$ cat src/rtl/tile_writer.sv
// Character tile RAM write side: consumes a byte stream, keeps a text cursor,
// and writes printable bytes at address {row, col}. Control codes CR/LF/BS/FF
// move the cursor; FF and reset sweep the whole RAM with spaces.
//
// state  | meaning
// CLEAR  | writing 0x20 to every address, one per cycle; input stalled
// IDLE   | accepting bytes, one write per printable byte

module tile_writer #(
  parameter int ZOOM = 0,
  parameter int COLS = 80 >> ZOOM,
  parameter int ROWS = 60 >> ZOOM,
  localparam int AW  = 13 - 2 * ZOOM,
  localparam int CW  = 7 - ZOOM,
  localparam int RW  = 6 - ZOOM
) (
  input  logic          clk,
  input  logic          rst,
  input  logic [7:0]    char_i,
  input  logic          valid_i,
  output logic          ready_o,
  output logic [AW-1:0] waddr,
  output logic [7:0]    wdata,
  output logic          write_en,
  output logic [CW-1:0] cur_col,
  output logic [RW-1:0] cur_row,
  output logic          busy_o
);

  localparam logic [CW-1:0] COL_MAX = CW'(COLS - 1);
  localparam logic [RW-1:0] ROW_MAX = RW'(ROWS - 1);
  localparam logic [7:0]    CH_CR   = 8'h0D;
  localparam logic [7:0]    CH_LF   = 8'h0A;
  localparam logic [7:0]    CH_BS   = 8'h08;
  localparam logic [7:0]    CH_FF   = 8'h0C;
  localparam logic [7:0]    CH_SP   = 8'h20;

  typedef enum logic {S_CLEAR, S_IDLE} state_t;

  state_t          state, state_nxt;
  logic [AW-1:0]   clr_addr, clr_addr_nxt;
  logic [AW-1:0]   waddr_nxt;
  logic [7:0]      wdata_nxt;
  logic            we_nxt, ready_nxt, busy_nxt;
  logic [CW-1:0]   col_nxt, col_dec;
  logic [RW-1:0]   row_nxt, row_inc;
  logic            xfer, clr_last;

  // ready_o is registered and only high in IDLE, so a transfer implies IDLE
  assign xfer     = valid_i & ready_o;
  assign clr_last = (clr_addr == {AW{1'b1}});
  assign col_dec  = cur_col - 1'b1;
  assign row_inc  = (cur_row == ROW_MAX) ? '0 : cur_row + 1'b1;

  // State register
  always_ff @(posedge clk) begin
    if (rst) state <= S_CLEAR;
    else     state <= state_nxt;
  end

  // Next-state decode: clear sweep ends on the last address, FF restarts it
  always_comb begin
    state_nxt = state;
    case (state)
      S_CLEAR: if (clr_last) state_nxt = S_IDLE;
      S_IDLE:  if (xfer && char_i == CH_FF) state_nxt = S_CLEAR;
      default: state_nxt = S_CLEAR;
    endcase
  end

  // Next values of all registered outputs, cursor and clear pointer
  always_comb begin
    clr_addr_nxt = clr_addr;
    col_nxt      = cur_col;
    row_nxt      = cur_row;
    we_nxt       = 1'b0;
    waddr_nxt    = waddr;
    wdata_nxt    = wdata;
    ready_nxt    = ready_o;
    busy_nxt     = busy_o;
    case (state)
      S_CLEAR: begin
        we_nxt       = 1'b1;
        waddr_nxt    = clr_addr;
        wdata_nxt    = CH_SP;
        clr_addr_nxt = clr_addr + 1'b1;
        col_nxt      = '0;
        row_nxt      = '0;
        ready_nxt    = clr_last;
        busy_nxt     = ~clr_last;
      end
      S_IDLE: begin
        ready_nxt = 1'b1;
        busy_nxt  = 1'b0;
        if (xfer) begin
          case (char_i)
            CH_CR: col_nxt = '0;
            CH_LF: begin
              col_nxt = '0;
              row_nxt = row_inc;
            end
            CH_BS: begin
              if (cur_col != '0) begin
                col_nxt   = col_dec;
                we_nxt    = 1'b1;
                waddr_nxt = {cur_row, col_dec};
                wdata_nxt = CH_SP;
              end
            end
            CH_FF: begin
              clr_addr_nxt = '0;
              col_nxt      = '0;
              row_nxt      = '0;
              ready_nxt    = 1'b0;
              busy_nxt     = 1'b1;
            end
            default: begin
              we_nxt    = 1'b1;
              waddr_nxt = {cur_row, cur_col};
              wdata_nxt = char_i;
              if (cur_col == COL_MAX) begin
                col_nxt = '0;
                row_nxt = row_inc;
              end else begin
                col_nxt = cur_col + 1'b1;
              end
            end
          endcase
        end
      end
      default: ;
    endcase
  end

  // Output and datapath registers
  always_ff @(posedge clk) begin
    if (rst) begin
      clr_addr <= '0;
      cur_col  <= '0;
      cur_row  <= '0;
      write_en <= 1'b0;
      waddr    <= '0;
      wdata    <= '0;
      ready_o  <= 1'b0;
      busy_o   <= 1'b1;
    end else begin
      clr_addr <= clr_addr_nxt;
      cur_col  <= col_nxt;
      cur_row  <= row_nxt;
      write_en <= we_nxt;
      waddr    <= waddr_nxt;
      wdata    <= wdata_nxt;
      ready_o  <= ready_nxt;
      busy_o   <= busy_nxt;
    end
  end

endmodule

$ cat config.mk
export PLATFORM = sky130hd
export DESIGN_NAME = tile_writer
export DESIGN_NICKNAME = d
export VERILOG_FILES = /design/src/rtl/tile_writer.sv
export SDC_FILE = /design/constraint.sdc
export NUM_CORES = 1
export LEC_CHECK = 0
export ABC_AREA = 1
export BUFFER_PORTS_ARGS = -buffer_cell sky130_fd_sc_hd__buf_2
export CAP_MARGIN = 15
export CORE_MARGIN = 5
export CORE_UTILIZATION = 30
export CTS_BUF_LIST = sky130_fd_sc_hd__clkbuf_16
export DETAILED_ROUTE_END_ITERATION = 10
export GPL_TIMING_DRIVEN = 0
export MAX_ROUTING_LAYER = met4
export PLACE_DENSITY_LB_ADDON = 0.05
export SYNTH_ARGS = -nofsm -noshare
export SYNTH_HDL_FRONTEND = slang
export SYNTH_SLANG_ARGS = --single-unit
$ cat constraint.sdc
create_clock -name clk -period 3.4 [get_ports clk]
set_input_delay 0.68 -clock clk [delete_from_list [all_inputs] [get_ports clk]]
set_output_delay 0.68 -clock clk [all_outputs]
set_load 0.01 [all_outputs]
# Yosys cells after proc, flatten, opt, wreduce, memory -nomap -nowiden
# Cells that the tools add are included.
# op_classes
n_addsub,4
n_eq_ne,13
mux,34
n_bitwise,3
n_reduce_logical,8
# ops
operator,n
$pmux 13 s2,3
$mux 13,4
$eq 8x4->1 const B,4
$pmux 8 s2,2
$pmux 7 s2,2
$mux 7,3
$mux 6,3
$pmux 6 s3,1
$mux 8,2
$add 13x1->13 const B,1
$eq 13x13->1 const B,1
$pmux 6 s2,1
$pmux 1 s2,5
$mux 1,8
$add 7x1->7 const B,1
$eq 7x7->1 const B,1
$reduce_bool 7->1,1
$sub 7x1->7 const B,1
$add 6x1->6 const B,1
$eq 6x6->1 const B,1
$reduce_and 3->1,2
$ne 2x1->1 const B,2
$ne 2x2->1 const B,2
$ne 4x1->1 const B,1
other kinds (7),9
# word_totals
regBits,51
inputBits,11
output_inout_bits,37
elab_cells,71

# Logic depth before layout (Yosys ltp)
# Gate-level depths: netlist of the first run.
# logic_depth
depth_word,6
mapped_depth,13
ltp_nobuf,13

# Worst setup path before layout of the first run
# No wires, ideal clock.
# synth_timing
path_type,input-to-reg
startpoint,input port char_i[5]
endpoint,register waddr[0]
arrival_time_ps,1677
required_ps,3335
path_slack_ps,1659
cell_stages,8
path_cell_list,nor2_2 -> nand2_2 -> nor2_2 -> buf_4 -> ha_1 -> a21oi_1 -> o21ai_1 -> nor2_1
# synth_between
elab_chain_cells,5
elab_cells_between_ends,11
cone_classes,6 x eq/ne; 3 x mux; 2 x reduce/logical
# synth_lines
element,line_no,rtl
from (decl),19,"input logic [7:0] char_i,"
$eq 8x4->1,96,case (char_i)
$reduce_or 3->1 (no line),n/a,
$pmux 13 s2,96,
$mux 13,95,if (xfer) begin
$pmux 13 s2,81,case (state)
to (signal assigned),151,waddr <= waddr_nxt;
to (decl),22,"output logic [AW-1:0] waddr,"
# Several ways; a longest one is shown, not always the timed one. The select of a mux whose other input is x is not followed.
# A chain may end at the register's enable or synchronous reset.

# Worst setup path after layout of the first run
# layout_timing
startpoint,input port char_i[1]
endpoint,register ready_o
# layout_between
elab_chain_cells,4
# layout_lines
element,line_no,rtl
$eq 8x4->1,96,
$mux 1,96,
$mux 1,95,
$pmux 1 s2,81,
to (signal assigned),153,ready_o <= ready_nxt;
to (decl),21,"output logic ready_o,"
# No other way between the ends.

==> flow_summary.json, run 1 <==
{
  "status": "complete, no violations",
  "drc_errors": 0,
  "wl_per_cell_um": 14.0,
  "synth_top_area_share_pct": 34.1,
  "pwr_density_cell_mw_per_mm2": 332,
  "start_kind": "input port",
  "ys_seq_elements": 51,
  "synthArstFlopShare_pct": 0,
  "drt-total-wl_um": 9040,
  "cts_root_buffer": "clkbuf_16",
  "initial_utilization_pct": 30.7,
  "end_kind": "register",
  "ctsHtreeMaxLevel": 2,
  "fmax_ghz": 0.545,
  "gp_congestion": 0.851,
  "period_share_pct": 54.0,
  "die_x_um": 110,
  "grt.overflow.total": 0,
  "final_cells": 644,
  "final_max_slew_viol_count": 0,
  "io_buffers": 46,
  "syn_inst": 457,
  "worst_pin_slew_ns": 0.696,
  "fin_skew_ns": 0.00905,
  "synthTopCellsByCount": "127 x nand2_1, 51 x dfxtp_1, 49 x inv_1, 45 x nor2_1, 43 x nand3_1",
  "fin_nets": 527,
  "critPathBufInv": 4,
  "dp_hpwl_um": 6920,
  "syn_area_sq_mm": 0.00299,
  "nFillCells": 1078,
  "cp_slowest_cell": "nor2_2",
  "synth_area_per_cell_sq_um": 6.55,
  "avgViaCountPerCell": 4.62,
  "cts-resized-gates": 0,
  "cts_buffers": 5,
  "synth_nets": 474,
  "crit_required_ns": 3.59,
  "yosysTopAreaCell": "dfxtp_1",
  "synth_ff_type": "dfxtp_1",
  "multi_input_area_sq_mm": 0.00169,
  "drtIter0Drc": 146,
  "clockBufferDepth": 2,
  "ir_drop_uv": 186,
  "seqCellArea_sq_mm": 0.00102,
  "vias": 2974,
  "critPathMaxStageDelay_ns": 0.31,
  "cp_cell_sequence": "buf_2 > inv_1 > nand3_1 > nor2_2 > nand2_1 > nand2_1 > inv_1 > nand2_1 > inv_1",
  "die_area_sq_mm": 0.0121,
  "leakagePower_nw": 1.59,
  "ys_warn_count": 0,
  "finalHoldViolations": 0,
  "grt_pass1_wl_um": 14800,
  "max_cap_violations": 0,
  "first_global_vias": 2757,
  "period_minus_slack_ns": 1.83,
  "drt_pre_antenna_iters": 4,
  "die_h_um": 110,
  "dp.cells": 636,
  "antenna_cells": 0,
  "hold_path_class": "reg -> reg",
  "antenna_found_initial": 0,
  "clkTransAtPathRegs_ns": 0.08,
  "ant_nets": 0,
  "cts_setup_buffers": 0,
  "insertion_delay_ns": 0.30,
  "cp_max_fo": 6,
  "setup-violations-final": 0,
  "ys_seq_area_share_pct": 34.1,
  "io_pins": 48,
  "cts.sinks": 51,
  "synth_edf_count": 0,
  "setup_tns_ns": 0,
  "path_class": "in -> reg",
  "rsz0062_at_grt": "no",
  "tritoncts": "yes",
  "drive_above_1_share_pct": 20.4,
  "synthTopCellsByArea": "dfxtp_1 34%, nand2_1 16%, nand3_1 7.2%, inv_1 6.1%, nor2_1 5.6%",
  "syn_to_final_growth_pct": 18.0,
  "hold_buffers": 0,
  "cp.arrival_ns": 2.03,
  "grt_usage_pct": 16.4,
  "rows": 36,
  "yosysUniqueCellTypes": 33,
  "core_sq_mm": 0.00973,
  "grt_max_degree": 16,
  "synth_most_common_cell": "nand2_1",
  "maxSlewHeadroom_pct": 53.6,
  "crit_family": "simple AND/OR/NAND/NOR gates"
}
[state kept, by name (all words and copies together) (netlist names)]
signal    cells
clr_addr     13
state         1
ready_o       1
cur_col       7
waddr        13
cur_row       6
busy_o        1
wdata         8
write_en      1
[cell type report]
type / instances / share of cell area, %
timing repair buffer: 46 / 6.52
sequential: 51 / 28.9
buffer: 14 / 2.27
tap: 133 / 4.71
multi-input combinational: 338 / 47.8
clock buffer: 5 / 3.54
inverter: 54 / 5.74
clock inverter: 3 / 0.461
[layer usage]
| metal | GRT usage [%] | wire, um |
|---|---|---|
| met1 | 22.7 | 4510 |
| met2 | 24.9 | 4090 |
| met3 | 3.11 | 339 |
| met4 | 3.65 | 93 |
| met5 | - | 0 |
[final timing paths]
check             slack (ns)  cells past startpoint                    end               startpoint
hold / removal          0.47                      2  waddr[4]$_SDFFE_PP0P_    waddr[4]$_SDFFE_PP0P_
setup / recovery        1.57                      9     ready_o$_SDFF_PP0_                char_i[1]
hold reg to reg         0.47                      2  waddr[4]$_SDFFE_PP0P_    waddr[4]$_SDFFE_PP0P_
setup reg to reg        1.59                     12  waddr[4]$_SDFFE_PP0P_  cur_col[0]$_SDFFE_PP0P_
[cell usage in the layout, fill, tap and decap left out, drive strengths merged, types with 3 or more instances in the layout]
master	n
dfxtp	51
o21ai	19
clkbuf	10
nor2	56
nand4	6
nand3	45
buf	55
inv	54
nand2	142
ha	6
nor3	12
a21oi	38
nand3b	3
[logic make-up after synthesis]
kind of cell | share of synthesized area, %
and+or+nand+nor | 40.7
buffers and inverters | 9.45
AOI/OAI and AO/OA | 11.4
DFF | 34.1
adders and majority gates | 2.51
xor gates and xnor gates | 1.17
muxes | 0.669
[worst reg2reg max path, stage by stage, from the launching register on]
cell and delay (ns):
dfxtp_1 0.39, inv_1 0.16, ha_1 0.23, inv_1 0.05
nor2_1 0.03, nand3_1 0.11, nand2_1 0.10, nand2_1 0.12
nand2_4 0.08, nand2_2 0.07, buf_6 0.16, nand2_1 0.11
a21oi_2 0.12
[where the power goes]
| part | total (W) | switching, W | leakage (nW) | internal [W] |
|---|---|---|---|---|
| combinational | 0.0000511 | 0.0000339 | 1.10 | 0.0000172 |
| clock | 0.000513 | 0.000243 | 0.0710 | 0.000270 |
| sequential | 0.000609 | 0.00000593 | 0.412 | 0.000603 |
[stage by stage]
stage | utilization (%) | area, sq um | setup WS, ns | total power, W | hold slack, ns
2_1_floorplan | - | 2990 | 1.66 | 0.000652 | 0.463
3_3_place_gp | 34.8 | 3390 | 1.22 | 0.000675 | 0.458
3_5_place_dp | 34.8 | 3390 | 1.22 | 0.000675 | 0.463
4_1_cts | 36.3 | 3530 | 1.54 | 0.00119 | 0.475
5_1_grt | 36.3 | 3530 | 1.37 | 0.00121 | 0.496
6_report | 36.3 | 3530 | 1.57 | 0.00117 | 0.472
Power figures use the tool's default switching activity.
==> inputs of run 2 (changes only) <==
- clock period: 3.4 -> 1.86 ns (I/O delays scaled with it)
==> run 2 against run 1 <==
Combinational power increased by 83%. Sequential share of layout area about the same. Largest power group unchanged. Die area unchanged. Setup slack got worse by 1.4 ns. Via count about the same.
==> flow_summary.json, run 2 (synthesis results as in run 1) <==
{
  "period_minus_slack_ns": 1.69,
  "cp_cell_sequence": "inv_2 > ha_1 > inv_1 > nor2_1 > nand3_1 > nand2_1 > nand2_1 > nand2_4 > nand2_2 > buf_6 > nand2_1 > a21oi_2",
  "critPathMaxStageDelay_ns": 0.35,
  "cp.arrival_ns": 1.87,
  "hold_buffers": 0,
  "cp_max_fo": 10,
  "tritoncts": "yes",
  "hold_path_class": "in -> reg",
  "grt_usage_pct": 16.4,
  "die_x_um": 110,
  "ir_drop_uv": 340,
  "gp_congestion": 0.851,
  "first_global_vias": 2757,
  "start_kind": "register",
  "r2r_end": "waddr[4]$_SDFFE_PP0P_",
  "fin_skew_ns": 0.00901,
  "vias": 2973,
  "initial_utilization_pct": 30.7,
  "layout_commonest_cell": "nand2_1",
  "grt_pass1_wl_um": 14800,
  "status": "complete, no violations",
  "die_area_sq_mm": 0.0121,
  "drive_above_1_share_pct": 21.3,
  "cts.sinks": 51,
  "holdCritStartpoint": "char_i[4]",
  "fin_nets": 527,
  "ant_nets": 0,
  "insertion_delay_ns": 0.30,
  "final_cells": 644,
  "rows": 36,
  "rr_startpoint": "cur_col[0]$_SDFFE_PP0P_",
  "crit_required_ns": 2.03,
  "final_cell_mix": "127 x nand2_1, 50 x buf_2, 49 x dfxtp_1",
  "syn_to_final_growth_pct": 18.2,
  "leakagePower_nw": 1.58,
  "wl_per_cell_um": 14.0,
  "cpMostUsedCell": "nand2_1",
  "core_sq_mm": 0.00973,
  "fmax_ghz": 0.590,
  "cp_slowest_cell": "dfxtp_2",
  "dp_hpwl_um": 6920,
  "cts-resized-gates": 0,
  "min_to": "wdata[4]$_SDFFE_PP0P_",
  "setup-violations-final": 0,
  "final_max_slew_viol_count": 0,
  "antenna_found_initial": 0,
  "final_util_pct": 36.3,
  "max_cap_violations": 0,
  "ctsHtreeMaxLevel": 2,
  "period_share_pct": 91.1,
  "io_pins": 48,
  "drc_errors": 0,
  "dp.cells": 636,
  "r2r_slack_ns": 0.17,
  "antenna_cells": 0,
  "worst_pin_slew_ns": 0.697,
  "startpoint": "cur_col[0]$_SDFFE_PP0P_",
  "ff2ff_path_depth": 12,
  "maxSlewHeadroom_pct": 53.5,
  "avgViaCountPerCell": 4.62,
  "top_regs": "clr_addr (13), waddr (13), wdata (8)",
  "cts_setup_buffers": 0,
  "drtIter0Drc": 145,
  "finalHoldViolations": 0,
  "whs_path_depth": 3,
  "drt_pre_antenna_iters": 4,
  "cts_root_buffer": "clkbuf_16",
  "die_h_um": 110,
  "drt-total-wl_um": 9030,
  "total_power_w": 0.00214,
  "cts_buffers": 5,
  "grt_max_degree": 16,
  "clockBufferDepth": 2,
  "pwr_density_cell_mw_per_mm2": 606,
  "end_kind": "register",
  "clkTransAtPathRegs_ns": 0.08,
  "final_area_sq_mm": 0.00354,
  "placedInstanceArea_sq_mm": 0.00339,
  "grt.overflow.total": 0,
  "path_class": "reg -> reg",
  "io_buffers": 46,
  "rsz0062_at_grt": "no"
}
==> run 2: report_power, final <==
| group | switching (W) | leakage, nW | internal [W] |
|---|---|---|---|
| Sequential | 0.0000108 | 0.413 | 0.00110 |
| Combinational | 0.0000620 | 1.10 | 0.0000314 |
| Clock | 0.000444 | 0.0710 | 0.000493 |
==> run 2: critical path, delay by kind of cell, from the launching register on <==
kind | cells | cell delay (ns)
flops | 1 | 0.35
compound gates | 1 | 0.06
fa+ha+maj | 1 | 0.16
simple gates | 7 | 0.69
buf+inv | 3 | 0.31
==> run 2: layout make-up <==
cell class	count	area [sq um]
plain buffers	14	80.1
clock buffers	5	125
clock inverters	3	16.3
fillers	1078	6190
inverters	54	206
multi-input cells	338	1690
flip-flops and latches	51	1020
well taps	133	166
repair buffers	46	230
==> run 2: worst max-delay path by stage <==
stage / to / slack [ns] / depth (start not counted)
6_report: waddr[4]$_SDFFE_PP0P_ / 0.17 / 12
2_1_floorplan: waddr[9]$_SDFFE_PP0P_ / 0.27 / 12
5_1_grt: waddr[11]$_SDFFE_PP0P_ / 0.02 / 12
4_1_cts: waddr[4]$_SDFFE_PP0P_ / 0.02 / 12
3_3_place_gp: ready_o$_SDFF_PP0_ / -0.01 / 9
3_5_place_dp: state$_SDFF_PP0_ / -0.01 / 9
==> run 2: per-layer routing <==
metal,vias to the layer above,global-route usage (%),wire (um)
met5,-,-,0
li1,1567,-,-
met4,0,3.65,93
met2,45,24.9,4080
met3,8,3.11,341
met1,1353,22.7,4520
==> run 2: stage by stage <==
step / hold WS, ns / setup TNS [ns] / setup WS (ns)
floorplan: 0.463 / 0 / 0.271
global placement: 0.458 / -0.0212 / -0.0115
detailed placement: 0.463 / -0.0263 / -0.0135
CTS: 0.332 / 0 / 0.0235
global route: 0.356 / 0 / 0.0202
finish: 0.338 / 0 / 0.166
